--- src/rtl/key_decoder_multi.sv ---
// key_decoder_multi
//   Tracks the held state of N_KEYS PS/2 make codes taken from a 16-bit
//   keycode word {previous byte, last byte}. A previous byte of F0 marks a
//   break. Produces registered held state, one-cycle press/release strobes
//   and a registered any-held flag.
//   Optional per-channel auto-repeat is built when the macro
//   KEY_AUTOREPEAT_EN is defined; otherwise key_repeat is tied low.
module key_decoder_multi #(
    parameter int unsigned              N_KEYS        = 4,
    parameter logic [8*N_KEYS-1:0]      KEY_CODES     = 32'h1C1D_295A,
    parameter int unsigned              REPEAT_DELAY  = 50_000_000,
    parameter int unsigned              REPEAT_PERIOD = 10_000_000
) (
    input  logic                clk,
    input  logic                rst,
    input  logic [15:0]         keycode,
    output logic [N_KEYS-1:0]   key_held,
    output logic [N_KEYS-1:0]   key_press,
    output logic [N_KEYS-1:0]   key_release,
    output logic [N_KEYS-1:0]   key_repeat,
    output logic                any_held
);

    localparam logic [7:0] BREAK_PREFIX = 8'hF0;

    logic [N_KEYS-1:0] match;
    logic              is_break;

    logic [N_KEYS-1:0] held_d,    held_q;
    logic [N_KEYS-1:0] press_d,   press_q;
    logic [N_KEYS-1:0] release_d, release_q;
    logic              any_d,     any_q;

    // Per-channel code match and break detection on the current keycode word.
    always_comb begin
        is_break = (keycode[15:8] == BREAK_PREFIX);
        for (int unsigned i = 0; i < N_KEYS; i++) begin
            match[i] = (keycode[7:0] == KEY_CODES[8*i +: 8]);
        end
    end

    // Next held state plus the edge strobes derived from it.
    always_comb begin
        held_d    = (held_q & ~match) | (match & {N_KEYS{~is_break}});
        press_d   = held_d & ~held_q;
        release_d = ~held_d & held_q;
        any_d     = |held_d;
    end

    // Held state, strobes and any-held register together for single-cycle latency.
    always_ff @(posedge clk or posedge rst) begin
        if (rst) begin
            held_q    <= '0;
            press_q   <= '0;
            release_q <= '0;
            any_q     <= 1'b0;
        end else begin
            held_q    <= held_d;
            press_q   <= press_d;
            release_q <= release_d;
            any_q     <= any_d;
        end
    end

    assign key_held    = held_q;
    assign key_press   = press_q;
    assign key_release = release_q;
    assign any_held    = any_q;

`ifdef KEY_AUTOREPEAT_EN

    localparam int unsigned    CW          = $clog2(REPEAT_DELAY + 1);
    localparam logic [CW-1:0]  DELAY_LOAD  = CW'(REPEAT_DELAY - 1);
    localparam logic [CW-1:0]  PERIOD_LOAD = CW'(REPEAT_PERIOD - 1);

    logic [CW-1:0]     cnt_d [N_KEYS];
    logic [CW-1:0]     cnt_q [N_KEYS];
    logic [N_KEYS-1:0] repeat_d, repeat_q;

    // Repeat counters: load on press, count down while the key stays held,
    // fire and reload at zero. A break in the firing cycle clears instead,
    // so release wins over repeat.
    always_comb begin
        for (int unsigned i = 0; i < N_KEYS; i++) begin
            cnt_d[i]    = cnt_q[i];
            repeat_d[i] = 1'b0;
            if (press_d[i]) begin
                cnt_d[i] = DELAY_LOAD;
            end else if (!(held_q[i] && held_d[i])) begin
                cnt_d[i] = '0;
            end else if (cnt_q[i] == '0) begin
                repeat_d[i] = 1'b1;
                cnt_d[i]    = PERIOD_LOAD;
            end else begin
                cnt_d[i] = cnt_q[i] - CW'(1);
            end
        end
    end

    // Counter and repeat strobe registers.
    always_ff @(posedge clk or posedge rst) begin
        if (rst) begin
            for (int unsigned i = 0; i < N_KEYS; i++) begin
                cnt_q[i] <= '0;
            end
            repeat_q <= '0;
        end else begin
            for (int unsigned i = 0; i < N_KEYS; i++) begin
                cnt_q[i] <= cnt_d[i];
            end
            repeat_q <= repeat_d;
        end
    end

    assign key_repeat = repeat_q;

`else

    // Repeat timing parameters have no effect in this build.
    logic unused_repeat_cfg;
    assign unused_repeat_cfg = (REPEAT_DELAY >= REPEAT_PERIOD);

    assign key_repeat = '0;

`endif

endmodule

--- config.mk ---
export PLATFORM = sky130hd
export DESIGN_NAME = key_decoder_multi
export DESIGN_NICKNAME = d
export VERILOG_FILES = /design/src/rtl/key_decoder_multi.sv
export SDC_FILE = /design/constraint.sdc
export NUM_CORES = 1
export LEC_CHECK = 0
export CORE_MARGIN = 8
export CORE_UTILIZATION = 38
export DETAILED_ROUTE_END_ITERATION = 8
export PLACE_DENSITY = 0.81
export SYNTH_ARGS = -nofsm -noshare
export SYNTH_HDL_FRONTEND = slang
export SYNTH_SLANG_ARGS = --single-unit
--- constraint.sdc ---
create_clock -name clk -period 1.8 [get_ports clk]
set_input_delay 0.54 -clock clk [delete_from_list [all_inputs] [get_ports clk]]
set_output_delay 0.54 -clock clk [all_outputs]
set_load 0.02 [all_outputs]
==> flow_metrics.tcl <==
set metrics [dict create \
    utilization_pct 71.1 \
    drt_first_iter_violations 6 \
    synth.most_common_cell "sky130_fd_sc_hd__dfrtp_1" \
    fp.dieArea_um2 3060 \
    initial_antenna_violation_count 0 \
    clk_latency_ns 0.27 \
    leading_register_cell_type_out_of_synthesis "sky130_fd_sc_hd__dfrtp_1" \
    worst_slack_ns -0.0760 \
    groute.usage.overall_pct 11.0 \
    postSynthCellCount 52 \
    grt.met3_usage_pct 7.31 \
    fp-row-count 14 \
    failing_checks "negative setup slack" \
    die_height_um 55.3 \
    final_max_slew_viol_count 0 \
    initial_utilization_pct 39.9 \
    drive_gt1_share_pct 25.8 \
    insertedDiodeCount 0 \
    netlist_top_cells_area "sky130_fd_sc_hd__dfrtp_1 55%, sky130_fd_sc_hd__mux2i_1 6.8%, sky130_fd_sc_hd__buf_4 5.1%, sky130_fd_sc_hd__inv_1 4.5%, sky130_fd_sc_hd__nor4b_4 4.1%" \
    cts_tree "done" \
    core_area_um2 1470 \
    clk_tree_root_cell "sky130_fd_sc_hd__clkbuf_4" \
    cpMaxStageDelayCell "sky130_fd_sc_hd__clkdlybuf4s50_1" \
    vias_in_the_first_global_route 539 \
    fin_nets 116 \
    grt_util_met2_pct 18.1 \
    critical_path_arrival_ns 2.04 \
    detail-route-antenna-nets 0 \
    drc 0 \
    min-delay-path-class "reg2reg" \
    max_freq_mhz 533 \
    critical_path.startpoint_type "input pin" \
    synth_largest_type_area_fraction_pct 55.4 \
    gr-total-overflow 0 \
    viasPerCell 4.94 \
    area_growth_pct 78.3 \
    power_density_nw_per_um2 674 \
    grt_start_max_net_pins 14 \
    netlist-cell-type-count 19 \
    numClockSinks 13 \
    period_needed_ns 1.88 \
    use_met1_pct 10.2 \
    postRouteWirelength_mm 1.85 \
    critical_path.endpoint_type "flip-flop" \
    worstSetupPathType "in2reg" \
    io_pins 35 \
    async_flop_share_pct 100 \
    cpMostUsedCell "sky130_fd_sc_hd__buf_4" \
    setup_viol 1 \
    cts-root-to-sink-buffers 2 \
    numCtsBuffers 3 \
    die_width_um 55.3 \
    gp_congestion 0.734 \
    clk_transition_reported_paths_ns 0.07 \
    yosysWarningCount 0 \
    dp_hpwl_mm 1.28 \
    skew_ns 0.000511 \
    wire_length_of_the_first_global_routing_pass_mm 2.68 \
    critical_path.max_fanout 2 \
    clock_tree.htree_level_count 1 \
    max-vdd-ir-drop_v 0.000624 \
    syn_area_um2 587 \
    synth_seq_cells 13 \
    synth_common_cells "13 x sky130_fd_sc_hd__dfrtp_1, 7 x sky130_fd_sc_hd__inv_1" \
    maxCapViolations 0 \
    crit_path_cell_trace "clkdlybuf4s50_1 > nor4bb_2 > nand4b_1 > buf_4 > buf_4 > nor3_1" \
    synth_largest_area_cell "sky130_fd_sc_hd__dfrtp_1" \
    busiest_layer "met2" \
    synthesis.area_per_instance_um2 11.3 \
    synth-edff-count 0 \
    firstDrtPassIters 3 \
    io_buffer_count 30 \
    cp_data_required_time_ns 1.97 \
    pre_cts_ws_ns -0.337 \
    run_status "complete, but fails checks" \
    hold_vio_cnt_final 0 \
    cellLeakagePower_nw 0.530 \
    synth_seq_area_share_pct 55.4 \
    detail_route.wl_per_cell_um 16.4 \
    fin_crit_sh_pct 104 \
    routed-via-count 558 \
    cpPeakStageDelay_ns 0.43 \
]
## kinds of logic (layout without fill, tap and decap cells)
| family | Yosys count | in the layout | synth area share, % |
|---|---|---|---|
| buffers and inverters | 11 | 53 | 9.60 |
| DFF | 13 | 13 | 55.4 |
| muxes | 4 | 4 | 6.82 |
| other | 1 | 4 | 0.639 |
| and+or+nand+nor | 23 | 23 | 27.5 |
## registers in the layout (all words and copies together) (netlist names)
signal / flops
any_held: 1
key_release: 4
key_held: 4
key_press: 4
## cell usage in the layout, fill, tap and decap left out
cell type,n
sky130_fd_sc_hd__nor2_1,4
sky130_fd_sc_hd__nor3_1,4
sky130_fd_sc_hd__and4_1,1
sky130_fd_sc_hd__nor4b_4,1
sky130_fd_sc_hd__nand3_1,1
sky130_fd_sc_hd__buf_4,12
sky130_fd_sc_hd__clkbuf_1,1
sky130_fd_sc_hd__clkdlybuf4s50_1,20
sky130_fd_sc_hd__dlygate4sd2_1,6
sky130_fd_sc_hd__conb_1,4
sky130_fd_sc_hd__dfrtp_1,13
sky130_fd_sc_hd__nor3b_1,1
sky130_fd_sc_hd__nor4_2,1
sky130_fd_sc_hd__mux2i_2,4
sky130_fd_sc_hd__nand2_2,1
sky130_fd_sc_hd__nand4_1,3
sky130_fd_sc_hd__inv_1,7
sky130_fd_sc_hd__dlymetal6s2s_1,4
sky130_fd_sc_hd__nor4bb_2,1
sky130_fd_sc_hd__nand3b_1,2
sky130_fd_sc_hd__nor3b_4,1
sky130_fd_sc_hd__nor2b_2,1
sky130_fd_sc_hd__nand4b_1,1
sky130_fd_sc_hd__clkbuf_4,3
## layout make-up
| type | instances | area [um^2] |
|---|---|---|
| Inverter | 7 | 26.3 |
| Timing Repair Buffer | 42 | 393 |
| Multi-Input combinational cell | 31 | 255 |
| Tap cell | 16 | 20.0 |
| Sequential cell | 13 | 325 |
| Fill cell | 109 | 425 |
| Clock buffer | 4 | 26.3 |
## repair_timing
| action | in CTS | in global routing |
|---|---|---|
| pin swaps | 2 | 8 |
| setup endpoints to repair | 5 | 4 |
| hold buffers | 0 | 0 |
| setup buffers | 2 | 2 |
| cloned | 0 | 0 |
| resized for setup | 9 | 10 |
## power breakdown
part           internal (W)  leakage (nW)  total, W  switching, W
Clock             0.0000860        0.0150  0.000172     0.0000858
Sequential         0.000319         0.174  0.000338     0.0000186
Combinational     0.0000965         0.341  0.000196     0.0000995
Total              0.000502         0.530  0.000705      0.000204
## layer usage
| metal | wire length (um) | share of wire, % | up-vias |
|---|---|---|---|
| met1 | 665 | 36 | 272 |
| met4 | 59 | 3.2 | 0 |
| met3 | 133 | 7.2 | 8 |
| li1 | - | - | 259 |
| met2 | 990 | 54 | 19 |
| met5 | 0 | 0 | - |
## worst paths after layout
kind	from	to	slack [ns]	cells past startpoint
worst max-delay path	keycode[0]	key_release[0]	-0.08	6
worst min-delay path	key_held[1]	key_press[1]	0.50	1
worst max register to register	key_held[2]	any_held	0.88	2
worst min register to register	key_held[1]	key_press[1]	0.50	1
max in group asynchronous	rst	key_press[2]	0.92	2
min in group asynchronous	rst	key_press[3]	0.57	2
## per-stage QoR
step                cell area, um^2  power [W]  setup TNS [ns]  hold slack (ns)  instances
floorplan                       598   0.000424               0            0.417         55
global placement                948   0.000532           -2.29            0.477        105
detailed placement              948   0.000537           -2.60            0.480        105
CTS                             996   0.000708               0            0.487        111
global route                   1050   0.000749          -0.264            0.538        113
finish                         1050   0.000705         -0.0760            0.499        113
## critical path: cells and delay by family
family / cells / cell delay, ns
and+or+nand+nor: 3 / 0.75
buffers and inverters: 3 / 0.75
No activity file was read; power rests on OpenSTA's default activity.
